## src/rtl/pipeline_addsub.sv

```systemverilog
// Pipelined chunked adder/subtractor with valid/ready backpressure and signed-overflow flag.
// Define PIPELINE_ADDSUB_SAT_EN to add i_sat and clamp o_sum on signed overflow.
module pipeline_addsub #(
  parameter int P_DATA_WIDTH = 16,
  parameter int P_STAGES     = 4
) (
  input  logic                    i_clk,
  input  logic                    i_rst,
  input  logic                    i_valid,
  output logic                    o_ready,
  input  logic [P_DATA_WIDTH-1:0] i_a,
  input  logic [P_DATA_WIDTH-1:0] i_b,
  input  logic                    i_cin,
  input  logic                    i_sub,
`ifdef PIPELINE_ADDSUB_SAT_EN
  input  logic                    i_sat,
`endif
  output logic                    o_valid,
  input  logic                    i_ready,
  output logic [P_DATA_WIDTH-1:0] o_sum,
  output logic                    o_cout,
  output logic                    o_ovf
);

  localparam int W  = P_DATA_WIDTH;
  localparam int N  = P_STAGES;
  localparam int CW = (N > 0) ? (W / N) : W;

  generate
    if ((N < 1) || (N > W)) begin : g_stage_range_chk
      $error("pipeline_addsub: P_STAGES must be in 1..P_DATA_WIDTH");
    end else if ((W % N) != 0) begin : g_stage_div_chk
      $error("pipeline_addsub: P_DATA_WIDTH must be divisible by P_STAGES");
    end
  endgenerate

  // Per-stage state: partial result, delayed operands, chunk carry and valid bit.
  logic [W-1:0] sum_q [N];
  logic [W-1:0] sum_d [N];
  logic [W-1:0] a_q   [N];
  logic [W-1:0] a_d   [N];
  logic [W-1:0] b_q   [N];
  logic [W-1:0] b_d   [N];
  logic         cy_q  [N];
  logic         cy_d  [N];
  logic         vld_q [N];
  logic         vld_d [N];
`ifdef PIPELINE_ADDSUB_SAT_EN
  logic         sat_q [N];
  logic         sat_d [N];
`endif
  logic         ovf_q;
  logic         ovf_d;

  logic          en_s;
  logic [W-1:0]  op_a_s;
  logic [W-1:0]  op_b_s;
  logic [W-1:0]  lower_s;
  logic          carry_in_s;
  logic          chunk_c_s;
  logic [CW-1:0] chunk_s;
  logic          msb_cin_s;

  assign en_s = ~vld_q[N-1] | i_ready;

  // Next-state for every stage: one CW-bit chunk add per stage, carry rippled forward.
  always_comb begin
    op_a_s     = '0;
    op_b_s     = '0;
    lower_s    = '0;
    carry_in_s = 1'b0;
    chunk_c_s  = 1'b0;
    chunk_s    = '0;
    for (int k = 0; k < N; k++) begin
      if (k == 0) begin
        op_a_s     = i_a;
        op_b_s     = i_sub ? ~i_b : i_b;
        carry_in_s = i_sub ? 1'b1 : i_cin;
        lower_s    = '0;
        vld_d[k]   = i_valid;
`ifdef PIPELINE_ADDSUB_SAT_EN
        sat_d[k]   = i_sat;
`endif
      end else begin
        op_a_s     = a_q[k-1];
        op_b_s     = b_q[k-1];
        carry_in_s = cy_q[k-1];
        lower_s    = sum_q[k-1];
        vld_d[k]   = vld_q[k-1];
`ifdef PIPELINE_ADDSUB_SAT_EN
        sat_d[k]   = sat_q[k-1];
`endif
      end
      {chunk_c_s, chunk_s} = {1'b0, op_a_s[k*CW +: CW]} + {1'b0, op_b_s[k*CW +: CW]}
                           + {{CW{1'b0}}, carry_in_s};
      sum_d[k]             = lower_s;
      sum_d[k][k*CW +: CW] = chunk_s;
      cy_d[k]              = chunk_c_s;
      a_d[k]               = op_a_s;
      b_d[k]               = op_b_s;
    end
    // After the loop op_a_s/op_b_s hold the last stage's operands.
    msb_cin_s = op_a_s[W-1] ^ op_b_s[W-1] ^ sum_d[N-1][W-1];
    ovf_d     = msb_cin_s ^ cy_d[N-1];
`ifdef PIPELINE_ADDSUB_SAT_EN
    // Wrapped MSB=1 means positive overflow, so clamp to max positive; else to min negative.
    sum_d[N-1] = (sat_d[N-1] && ovf_d)
               ? (sum_d[N-1][W-1] ? {1'b0, {(W-1){1'b1}}} : {1'b1, {(W-1){1'b0}}})
               : sum_d[N-1];
`endif
  end

  // Pipeline registers: synchronous clear, whole pipe advances only when en_s.
  always_ff @(posedge i_clk) begin
    if (i_rst) begin
      for (int k = 0; k < N; k++) begin
        sum_q[k] <= '0;
        a_q[k]   <= '0;
        b_q[k]   <= '0;
        cy_q[k]  <= 1'b0;
        vld_q[k] <= 1'b0;
`ifdef PIPELINE_ADDSUB_SAT_EN
        sat_q[k] <= 1'b0;
`endif
      end
      ovf_q <= 1'b0;
    end else if (en_s) begin
      for (int k = 0; k < N; k++) begin
        sum_q[k] <= sum_d[k];
        a_q[k]   <= a_d[k];
        b_q[k]   <= b_d[k];
        cy_q[k]  <= cy_d[k];
        vld_q[k] <= vld_d[k];
`ifdef PIPELINE_ADDSUB_SAT_EN
        sat_q[k] <= sat_d[k];
`endif
      end
      ovf_q <= ovf_d;
    end
  end

  assign o_ready = en_s;
  assign o_valid = vld_q[N-1];
  assign o_sum   = sum_q[N-1];
  assign o_cout  = cy_q[N-1];
  assign o_ovf   = ovf_q;

endmodule

```

## config.mk

```make
export PLATFORM = sky130hd
export DESIGN_NAME = pipeline_addsub
export DESIGN_NICKNAME = d
export VERILOG_FILES = /design/src/rtl/pipeline_addsub.sv
export SDC_FILE = /design/constraint.sdc
export NUM_CORES = 1
export LEC_CHECK = 0
export ABC_AREA = 0
export CAP_MARGIN = 15
export CORE_MARGIN = 2
export CORE_UTILIZATION = 30
export DETAILED_ROUTE_END_ITERATION = 8
export GPL_ROUTABILITY_DRIVEN = 0
export RECOVER_POWER = 25
export SETUP_SLACK_MARGIN = 0.3
export SYNTH_ARGS = -nofsm -noshare
export SYNTH_HDL_FRONTEND = slang
export SYNTH_SLANG_ARGS = --single-unit
```

## constraint.sdc

```tcl
create_clock -name i_clk -period 4.53 [get_ports i_clk]
set_input_delay 0.906 -clock i_clk [delete_from_list [all_inputs] [get_ports i_clk]]
set_output_delay 0.906 -clock i_clk [all_outputs]
set_load 0.01 [all_outputs]
```

==> flow_summary.toml, run 1 <==
[detailed_routing]
drt_iter0_markers = 119
antenna_left = 0
wire_per_inst_um = 11.40
drc = 0
num_vias = 2115
drt_pass1_iterations = 4
avgViaCountPerCell = 4.036
wl_um = 5971

[yosys]
yosys_warnings = 0
synth_fa_ha_area_share_pct = 7.366
synthMuxAreaShare_pct = 0
netlist.area_leader.share_pct = 68.43
synth_top_family_by_area = "simple AND/OR/NAND/NOR gates"
ys.flop_type = "edfxtp_1"
synth_commonest_cells = "edfxtp_1, and2_1, nor2_1"
synth-simple-area-share_pct = 14.23
synth_seq_cells = 97
synth_top_cell_by_area = "edfxtp_1"
async_flop_share_pct = 0
syn_avg_cell_area_um2 = 14.99
synth_compound_area_share_pct = 2.732
ys_types = 23
netlist_area_mm2 = 0.004213
synth.most_common_cell = "edfxtp_1"
synth-edff-count = 96
synth_xor_area_share_pct = 4.782
synthCells = 281
ys_seq_area_share_pct = 68.90
syn-num-nets = 339
netlist_top_cells_area = "edfxtp_1, and2_1, fa_1"

[sta]
rsz0062_at_grt = "no"
fin_worst_skew_ns = 0.006267
fin_crit_sh_pct = 69.21
fmax_mhz = 318.9
finalHoldViolations = 0
max_slew_margin_pct = 31.81
finalSetupViolCount = 0
worst_pin_slew_ns = 1.023
period_minus_slack_ns = 3.135
fin_tns_setup_ns = 0
slew_viol_final = 0

[critical_path]
slowest_delay_ns = 0.58
cp.buffers_inverters = 2
critPathRequiredTime_ns = 3.62
reg2regPathDepth = 6
cp_max_fo = 6
crit_family = "buffers and inverters"
cp.arrival_ns = 2.23
r2r_setup_slack_ns = 2.42
crit_chain = "dlygate4sd3_1, nand2b_1, clkdlybuf4s50_1"
path_class = "in -> out"
end_kind = "output pin"
startpoint_type = "primary input"
crit_slowest_cell = "clkdlybuf4s50_1"
cp.depth = 3

[worst_hold_path]
hold_path_class = "reg -> reg"
hold_depth = 1

[clock_network]
cts_buffers = 9
clockBufferDepth = 2
cts-htree-levels = 3
cts.sinks = 97
postCtsSetupBuffers = 0
ctsResizeCount = 0
hold_buffers = 0
cts_tree = "done"
clk_latency_ns = 0.33
cts-root-buf = "clkbuf_16"
path_clk_slew_ns = 0.06

[die]
ios = 58
die-area_mm2 = 0.01501
fp-row-count = 43
initial_core_util_pct = 30.59
coreArea_mm2 = 0.01377
die_h_um = 122.5
die_w_um = 122.5

[finish]
nets = 398
multiInputGateArea_mm2 = 0.001219
drive_above_1_share_pct = 5.523
syn2layout_area_growth_pct = 25.10
diodes = 0
nFillCells = 1336
seq_area_mm2 = 0.002903
final_area_mm2 = 0.005270

[grt]
grt_busiest_layer = "met2"
grt_use_total_pct = 8.711
grt_max_degree = 71
antenna_found_initial = 0
grt_use_met2_pct = 13.09
overflow = 0
first_global_vias = 2142
met3_usage_pct = 2.323
grt_pass1_wl_um = 10010
met1_usage_pct = 11.46

[placed_design]
dp.final_hpwl_um = 3907
io_buffers = 57
dpl-instance-area_mm2 = 0.004981

[run_status]
status = "finished clean"

[power]
p_per_area_mw_per_mm2 = 382.3
ir_drop_mv = 0.1810
p_leak_nw = 2.174

[job]
maxCapViolCount = 0
==> per-stage QoR <==
step	power [W]	hold WS [ns]	setup slack, ns	util (%)	cells
after global placement	0.001264	0.4988	1.273	36.16	509
after detailed placement	0.001270	0.5033	1.206	36.16	509
after CTS	0.002051	0.5181	1.563	38.34	524
after floorplan	0.001193	0.4967	1.567	-	281
final	0.002015	0.5155	1.395	38.26	524
after global routing	0.002098	0.5313	1.326	38.26	524
==> power breakdown <==
group | total [W] | switching, W | leakage (nW) | internal, W
Combinational | 0.000169 | 0.0000740 | 0.880 | 0.0000951
Clock | 0.000774 | 0.000299 | 0.145 | 0.000475
Sequential | 0.00107 | 0.0000155 | 1.15 | 0.00106
==> cells by family after synthesis <==
family,Yosys count
xor gates and xnor gates,23
DFF,97
and+or+nand+nor,104
adders and majority gates,20
buffers and inverters,20
AOI/OAI and AO/OA,17
==> path summary, 6_finish.rpt <==
kind,start,end
worst max-delay path,i_ready,o_ready
worst min-delay path,sum_q[0][1]$_SDFFCE_PN0P_,sum_q[1][1]$_SDFFCE_PN0P_
worst max register to register,a_q[0][44]$_SDFFCE_PN0P_,o_ovf$_SDFFE_PP0N_
worst min register to register,sum_q[0][1]$_SDFFCE_PN0P_,sum_q[1][1]$_SDFFCE_PN0P_
==> registers in the layout, summed over array words and instances, names as in the netlist <==
| name | count |
|---|---|
| vld_q | 4 |
| cy_q | 4 |
| a_q | 24 |
| o_ovf | 1 |
| b_q | 24 |
| sum_q | 40 |
==> final cells by class <==
type,instances,share of cell area [%]
repair buffers,60,11.25
well taps,180,4.274
clock inverters,5,1.353
multi-input cells,164,23.12
clock buffers,10,4.345
inverters,8,0.5698
flip-flops and latches,97,55.08
==> per-layer routing <==
layer	vias up	part of all wire [%]
met1	979	48
met3	8	4.1
met2	48	46
met5	-	0
met4	0	2.0
li1	1080	-
==> cell usage in the layout, fill, tap and decap left out <==
cell type	netlist	layout
a21oi_2	2	1
fa_1	8	8
buf_4	1	3
dlygate4sd3_1	0	20
xnor2_1	15	15
clkbuf_1	7	1
nand2b_1	1	2
and2_1	70	70
and2b_2	0	1
nor3_1	2	2
or2_4	0	1
nor2_1	23	23
edfxtp_1	96	96
nor2b_1	4	4
xor2_1	8	8
a21o_1	6	6
dfxtp_1	1	1
ha_1	12	12
clkbuf_16	0	9
o21ai_0	2	2
or2_2	2	1
a21oi_1	6	7
inv_1	8	8
clkinv_1	0	3
clkdlybuf4s50_1	0	37
a211oi_2	1	1
bufinv_16	0	2
Note: power is estimated with default switching activity, not from simulation.
==> run 2: changes to the inputs <==
==> constraint.sdc (replaced) <==
create_clock -name i_clk -period 3.2 [get_ports i_clk]
set_input_delay 0.64 -clock i_clk [delete_from_list [all_inputs] [get_ports i_clk]]
set_output_delay 0.64 -clock i_clk [all_outputs]
set_load 0.01 [all_outputs]
==> flow_summary.toml, run 2 (same netlist as run 1, synthesis figures left out) <==
[sta]
fin_tns_setup_ns = 0
setup_ws_ns = 0.5225
fin_worst_skew_ns = 0.005595
rsz0062_at_grt = "no"
slew_viol_final = 0
hold_ws_ns = 0.5121
fmax_mhz = 373.5
fin_crit_sh_pct = 83.67
finalHoldViolations = 0
worst_pin_slew_ns = 1.275
period_minus_slack_ns = 2.677
max_slew_margin_pct = 15.03
finalSetupViolCount = 0

[detailed_routing]
wl_um = 6111
wire_per_inst_um = 11.64
antenna_left = 0
drt_pass1_iterations = 4
avgViaCountPerCell = 4.076
drc = 0
drt_iter0_markers = 115
num_vias = 2140

[job]
maxCapViolCount = 0

[clock_network]
cts_tree = "done"
cts.sinks = 97
ctsResizeCount = 0
cts_buffers = 9
hold_buffers = 0
postCtsSetupBuffers = 0
clockBufferDepth = 2
cts-htree-levels = 3
path_clk_slew_ns = 0.06
cts-root-buf = "clkbuf_16"
clk_latency_ns = 0.33

[power]
power_frac_seq_pct = 52.9
finalPower_w = 0.002872
p_clk_share_pct = 38.7
p_switching_w = 0.0005651
swShare_pct = 19.67
p_leak_nw = 2.170
power_frac_comb_pct = 8.4
power.internal_w = 0.002307
ir_drop_mv = 0.2526
p_per_area_mw_per_mm2 = 544.2

[worst_hold_path]
hold_path_class = "reg -> reg"
min_from = "sum_q[1][4]$_SDFFCE_PN0P_"
holdPathEnd = "sum_q[2][4]$_SDFFCE_PN0P_"
hold_depth = 1

[grt]
antenna_found_initial = 0
first_global_vias = 2136
grt_max_degree = 97
grt_use_total_pct = 8.784
overflow = 0
grt_pass1_wl_um = 10020

[critical_path]
reg2reg_from = "vld_q[3]$_DFFE_PP_"
crit_family = "adder cells"
cp.depth = 7
critPathRequiredTime_ns = 3.24
crit_slowest_cell = "clkdlybuf4s50_1"
startpoint_type = "primary input"
cp_max_fo = 3
cp.buffers_inverters = 1
path_class = "in -> reg"
reg2regPathDepth = 3
r2r_setup_slack_ns = 1.04
slowest_delay_ns = 0.51
crit_chain = "clkdlybuf4s50_1, or2_2, fa_1, fa_1, a21o_1, a21oi_1, nor2_1"
crit_path_frequent_cell = "fa_1"
r2r-end = "a_q[0][25]$_SDFFCE_PN0P_"
cp.arrival_ns = 2.72
end_kind = "flop"

[finish]
syn2layout_area_growth_pct = 25.27
drive_above_1_share_pct = 6.087
mostFrequentLayoutCells = "edfxtp_1, and2_1, clkdlybuf4s50_1"
regMostFlops = "sum_q"
largest_reg_flops = 40
nets = 398
top_regs = "sum_q: 40 flops, a_q: 24 flops, b_q: 24 flops"
diodes = 0
final_common_cell = "edfxtp_1"

[die]
coreArea_mm2 = 0.01377
die_w_um = 122.5
ios = 58
fp-row-count = 43
die-area_mm2 = 0.01501
initial_core_util_pct = 30.59
die_h_um = 122.5

[placed_design]
dp.final_hpwl_um = 3798
dp_worst_setup_slack_ns = 0.1972
io_buffers = 57

[run_status]
status = "finished clean"
-- run 2: changes by cell type in the layout (fill, tap and decap cells not counted), sizes merged --
cell,delta
buf,-2
clkdlybuf4s50,+2
clkinv,+2
dlygate4sd3,-2
clkbuf,+1
-- run 2: stage by stage --
step | instances | cell area (um^2) | utilization [%]
floorplan | 281 | 4213 | -
global placement | 509 | 4994 | 36.26
detailed placement | 509 | 4994 | 36.26
CTS | 525 | 5304 | 38.51
global route | 525 | 5278 | 38.32
finish | 525 | 5278 | 38.32
-- run 2: how the worst max path moves through the flow --
stage / from / end
after CTS: i_sub / cy_q[0]$_SDFFCE_PN0P_
after global placement: i_sub / cy_q[0]$_SDFFCE_PN0P_
after global routing: i_ready / sum_q[1][3]$_SDFFCE_PN0P_
after floorplan: i_sub / cy_q[0]$_SDFFCE_PN0P_
after detailed placement: i_sub / cy_q[0]$_SDFFCE_PN0P_
final: i_sub / cy_q[0]$_SDFFCE_PN0P_
-- run 2: power by group through the flow --
stage | Clock (W) | Sequential [W] | Combinational, W
2_1_floorplan | 0 | 0.00155 | 0.000141
3_3_place_gp | 0 | 0.00155 | 0.000245
3_5_place_dp | 0 | 0.00155 | 0.000253
4_1_cts | 0.00115 | 0.00152 | 0.000256
5_1_grt | 0.00119 | 0.00153 | 0.000274
6_report | 0.00111 | 0.00152 | 0.000242
-- run 2: area by class of cell --
class                           count  area, um^2
Sequential cell                    97        2903
Timing Repair Buffer               60       589.3
Multi-Input combinational cell    164        1220
Tap cell                          180       225.2
Fill cell                        1345        8496
Inverter                            8       30.03
Clock inverter                      7       85.08
Clock buffer                        9       225.2
-- run 2: layer usage --
layer  part of all wire (%)  vias up  global-route usage, %
met5                      0        -                      0
met4                    2.7        0                  5.029
met3                    5.4       13                  3.113
met2                     46       52                  13.23
met1                     46      996                  10.93
li1                       -     1079                      -
